--- config.mk ---
export PLATFORM = sky130hd
export DESIGN_NAME = munoc_axi_len_tracker
export DESIGN_NICKNAME = d
export VERILOG_FILES = /design/src/rtl/munoc_axi_protocol_checker_pkg.sv /design/src/rtl/munoc_axi_len_tracker.sv
export SDC_FILE = /design/constraint.sdc
export NUM_CORES = 1
export LEC_CHECK = 0
export ABC_AREA = 1
export BUFFER_PORTS_ARGS = -buffer_cell sky130_fd_sc_hd__buf_2
export CORE_MARGIN = 8
export CORE_UTILIZATION = 35
export CTS_CLUSTER_DIAMETER = 40
export DETAILED_ROUTE_END_ITERATION = 8
export PLACE_DENSITY_LB_ADDON = 0.08
export SETUP_SLACK_MARGIN = 0.2
export SLEW_MARGIN = 20
export SYNTH_ARGS = -nofsm -noshare
export SYNTH_HDL_FRONTEND = slang
export SYNTH_SLANG_ARGS = --single-unit
--- constraint.sdc ---
create_clock -name clk -period 5.25 [get_ports clk]
set_clock_uncertainty 0.2 [all_clocks]
set_input_delay 0 -clock clk [delete_from_list [all_inputs] [get_ports clk]]
set_output_delay 0 -clock clk [all_outputs]
set_load 0.05 [all_outputs]
--- src/rtl/munoc_axi_protocol_checker_pkg.sv ---
// Shared definitions for the MUNOC AXI protocol checker.
// Contents: error flag bit map, first_error encoding, AXI burst length width.
package munoc_axi_protocol_checker_pkg;

   localparam int unsigned BW_LEN      = 8;
   localparam int unsigned NUM_FLAGS   = 8;
   localparam int unsigned BW_FLAG_IDX = 3;

   localparam int unsigned FLAG_AW_STALL = 0;
   localparam int unsigned FLAG_W_STALL  = 1;
   localparam int unsigned FLAG_AR_STALL = 2;
   localparam int unsigned FLAG_WLAST    = 3;
   localparam int unsigned FLAG_RLAST    = 4;
   localparam int unsigned FLAG_WACCT    = 5;
   localparam int unsigned FLAG_RACCT    = 6;
   localparam int unsigned FLAG_STABLE   = 7;

   typedef struct packed {
      logic                   valid;
      logic [BW_FLAG_IDX-1:0] index;
   } first_error_t;

   // Index of the lowest set bit; 0 when the vector is empty.
   function automatic logic [BW_FLAG_IDX-1:0] lowest_flag(input logic [NUM_FLAGS-1:0] vec);
      logic [BW_FLAG_IDX-1:0] idx;
      idx = '0;
      for (int i = int'(NUM_FLAGS) - 1; i >= 0; i--) begin
         if (vec[i]) idx = BW_FLAG_IDX'(i);
      end
      return idx;
   endfunction

endpackage

--- src/rtl/munoc_axi_len_tracker.sv ---
// In-order burst length FIFO plus beat counter for one AXI data channel.
// Reports overflowing pushes, beats with no known burst, and last-beat mismatches.
module munoc_axi_len_tracker
   import munoc_axi_protocol_checker_pkg::*;
#(
   parameter int unsigned DEPTH = 8
) (
   input  logic              clk,
   input  logic              rstnn,
   input  logic              enable,
   input  logic              push,
   input  logic [BW_LEN-1:0] push_len,
   input  logic              beat,
   input  logic              last,
   output logic              overflow_c,
   output logic              orphan_c,
   output logic              mismatch_c,
   output logic              done_c
);

   localparam int unsigned BW_PTR = $clog2(DEPTH);
   localparam int unsigned BW_CNT = BW_PTR + 1;

   logic [BW_LEN-1:0] mem_q [DEPTH];
   logic [BW_PTR-1:0] wr_ptr_q, wr_ptr_d;
   logic [BW_PTR-1:0] rd_ptr_q, rd_ptr_d;
   logic [BW_CNT-1:0] count_q, count_d;
   logic [BW_LEN-1:0] beat_cnt_q, beat_cnt_d;
   logic [BW_LEN-1:0] head_len;
   logic              empty, full, push_ok, active;

   // A push in the same cycle as a beat on an empty FIFO bypasses straight to the head.
   always_comb begin
      empty      = (count_q == '0);
      full       = (count_q == BW_CNT'(DEPTH));
      push_ok    = push & ~full;
      active     = ~empty | push;
      head_len   = empty ? push_len : mem_q[rd_ptr_q];
      overflow_c = push & full;
      orphan_c   = beat & ~active;
      mismatch_c = beat & active & (last != (beat_cnt_q == head_len));
      done_c     = beat & active & last;

      wr_ptr_d   = push_ok ? wr_ptr_q + BW_PTR'(1) : wr_ptr_q;
      rd_ptr_d   = done_c ? rd_ptr_q + BW_PTR'(1) : rd_ptr_q;
      count_d    = count_q + BW_CNT'(push_ok) - BW_CNT'(done_c);
      beat_cnt_d = beat_cnt_q;
      if (done_c) begin
         beat_cnt_d = '0;
      end else if (beat & active) begin
         beat_cnt_d = beat_cnt_q + BW_LEN'(1);
      end
   end

   always_ff @(posedge clk) begin
      if (enable && push_ok) mem_q[wr_ptr_q] <= push_len;
   end

   always_ff @(posedge clk or negedge rstnn) begin
      if (!rstnn) begin
         wr_ptr_q   <= '0;
         rd_ptr_q   <= '0;
         count_q    <= '0;
         beat_cnt_q <= '0;
      end else if (enable) begin
         wr_ptr_q   <= wr_ptr_d;
         rd_ptr_q   <= rd_ptr_d;
         count_q    <= count_d;
         beat_cnt_q <= beat_cnt_d;
      end
   end

endmodule

==> flow_metrics.py <==
metrics = {
    "logic_synthesis": {
        "synth_area_um2": 3980,
        "synth_seq_area_share": 0.597,
        "synthCells": 421,
        "yosys_warnings": 0,
        "avgSynthCellArea_um2": 9.44,
        "ys_ff_latch": 82,
        "syn-num-nets": 444,
        "synth_cell_types": 29,
    },
    "sta": {
        "worst_pin_slew_ps": 978,
        "tns_ps": 0,
        "setup_viol": 0,
        "max_freq_ghz": 0.344,
        "fin_crit_ps": 2910,
        "rsz0062_at_grt": "false",
        "drv_slew": 0,
        "slew_headroom": 0.346,
        "fin_ws_ps": 2340,
        "fin_crit_sh": 0.553,
        "hold_violations": 0,
    },
    "floorplanning": {
        "die_h_um": 123,
        "dieArea_um2": 15000,
        "row_count": 39,
        "die_w_um": 123,
        "core_area_um2": 11300,
        "start_util": 0.353,
        "io_pins": 18,
    },
    "worst_setup_path": {
        "cp.required_ps": 5050,
        "critical_path.top_delay_family": "simple AND/OR/NAND/NOR gates",
        "critPathMaxFanout": 39,
        "cp_num_buf_inv": 3,
        "path_common_cell": "nand2_1",
        "rrSetupSlack_ps": 2520,
        "cpMaxStageDelayCell": "inv_2",
        "crit_arrival_ps": 2710,
        "cp_slowest_stage_delay_ps": 410,
        "path_class": "reg -> out",
        "end_kind": "output port",
        "cp_cell_sequence": "buf_4, inv_2, nand2_1, nand2_1, nand2_1, nand3_1, nand3_1, nand2_1, nand2_1, nand2_1, nand2_1, nor2_1, a21oi_1, nor2_1, buf_2",
        "start_kind": "flip-flop",
    },
    "global_routing": {
        "track_usage": 0.137,
        "grt_overflow": 0,
        "grt_antenna_before_repair": 0,
        "grt_max_degree": 40,
        "grt_pass1_vias": 2811,
        "grt_pass1_wl_um": 15300,
    },
    "layout": {
        "nets": 477,
        "diodes": 0,
        "area_delta_synth_final_pct": 16.1,
        "final_design_area_no_fill_um2": 4620,
        "drive_gt1_frac": 0.105,
        "fin_cells": 602,
    },
    "power_and_ir_drop": {
        "cellPowerDensity_nw_per_um2": 511,
        "p_total_w": 0.00236,
        "ir_worst_vdd_mv": 0.196,
        "leakage_nw": 2.03,
    },
    "clock_tree": {
        "cts_resized": 0,
        "cts_root_buf": "clkbuf_16",
        "cts_tree": "yes",
        "cts.sinks": 82,
        "cts_buffers": 9,
        "clkTransAtPathRegs_ps": 60,
        "cts.path.max_buffers": 2,
        "h-tree-depth": 3,
        "clk_latency_ps": 340,
    },
    "placement": {
        "place_ws_ps": 2480,
        "io_buffer_count": 17,
        "place_congestion": 0.803,
        "post-dp-hpwl_um": 6430,
        "placed_area_um2": 4170,
        "dp.cells": 572,
    },
    "route": {
        "drcViolationCount": 0,
        "drtPass1Iterations": 4,
        "num_vias": 2802,
        "routedWlPerCell_um": 15.8,
        "first_iter_violations": 182,
        "routed_wl_um": 9490,
        "drt-vias-per-instance": 4.65,
        "detail-route-antenna-nets": 0,
    },
    "run_status": {
        "status": "finished, final reports clean",
    },
    "worst_hold_path": {
        "min_path_type": "in -> reg",
    },
    "job": {
        "maxCapViolations": 0,
    },
}
==> sequential cells by signal (all words and copies together), names as in the netlist <==
signal,cells
count_q,4
beat_cnt_q,8
mem_q,64
wr_ptr_q,3
rd_ptr_q,3
==> routing by layer <==
metal | vias to the layer above | wire, µm | GRT usage
li1 | 1428 | - | -
met5 | - | 0 | 0
met2 | 28 | 4470 | 0.219
met3 | 12 | 250 | 0.0294
met1 | 1334 | 4610 | 0.177
met4 | 0 | 158 | 0.0586
==> area by class of cell <==
cell class                 instances  area, µm²
fill                            1101       6660
clock inverter                     6       71.3
inverter                          61        234
multi-input combinational        268       1290
tap                              143        179
clock buffer                      10        239
timing repair buffer              32        233
sequential                        82       2370
==> path summary, 6_finish.rpt <==
kind                                    startpoint                      end  cells past startpoint
min reg2reg                 count_q[2]$_DFFE_PN0P_   count_q[2]$_DFFE_PN0P_                      2
min                                         enable   count_q[1]$_DFFE_PN0P_                      3
max reg2reg                 count_q[2]$_DFFE_PN0P_    mem_q[6][0]$_DFFE_PP_                      8
max                        rd_ptr_q[0]$_DFFE_PN0P_               mismatch_c                     15
max in group asynchronous                    rstnn   count_q[2]$_DFFE_PN0P_                      3
min in group asynchronous                    rstnn  wr_ptr_q[1]$_DFFE_PN0P_                      3
==> through the flow <==
step / utilization / hold WS, ps
finish: 0.409 / 237
global route: 0.409 / 266
CTS: 0.409 / 222
detailed placement: 0.370 / -225
global placement: 0.370 / -215
floorplan: - / -496
==> cells in the final DEF, fill, tap and decap left out, types with 3 or more instances in the layout <==
cell | synthesis | layout
xor2_1 | 4 | 4
nor2_2 | 3 | 3
nor3_1 | 5 | 5
dlygate4sd3_1 | 0 | 14
edfxtp_1 | 64 | 64
o211ai_1 | 4 | 4
o21ai_0 | 8 | 8
a21oi_1 | 6 | 6
nand2_4 | 3 | 3
clkbuf_16 | 0 | 9
nor2_1 | 18 | 18
nand2_1 | 150 | 150
inv_1 | 56 | 56
nand3_1 | 49 | 49
dfrtp_1 | 18 | 18
ha_1 | 8 | 8
buf_2 | 3 | 17
==> what timing repair did <==
action | CTS | global route
hold endpoints to repair | 95 | 0
buffers inserted | 0 | 0
hold buffers | 14 | 0
==> Yosys cell counts (all sizes together) <==
cell type / instances / area share
nand2: 154 / 0.15
edfxtp: 64 / 0.48
inv: 60 / 0.058
nand3: 49 / 0.062
nor2: 22 / 0.025
dfrtp: 18 / 0.11
buf: 10 / 0.021
ha: 8 / 0.025
o21ai: 8 / 0.010
a21oi: 6 / 0.0076
nor3: 6 / 0.010
o211ai: 4 / 0.0076
xor2: 4 / 0.0088
xnor2: 2 / 0.0044
a22oi: 1 / 0.0019
clkinv: 1 / 0.00094
fa: 1 / 0.0050
nor3b: 1 / 0.0019
nor4: 1 / 0.0016
or2: 1 / 0.0016
==> where the power goes <==
group	internal (W)	leakage, nW	switching, W
combinational	0.000280	1.08	0.000551
sequential	0.000792	0.805	0.0000841
clock	0.000385	0.146	0.000265
==> cells by family after synthesis <==
group | synth area share
buffers and inverters | 0.0796
flip-flops | 0.597
adder cells (fa/ha/maj) | 0.0302
AND/OR/NAND/NOR | 0.253
XOR/XNOR | 0.0132
AO/OA/AOI/OAI | 0.0271
==> worst register-to-register path, delay by kind of cell, from the launching register on <==
| kind | cells | cell delay (ps) |
|---|---|---|
| simple gates | 5 | 1440 |
| fa+ha+maj | 1 | 200 |
| flops | 1 | 340 |
| buf+inv | 2 | 170 |
(Power assumes the default switching activity.)
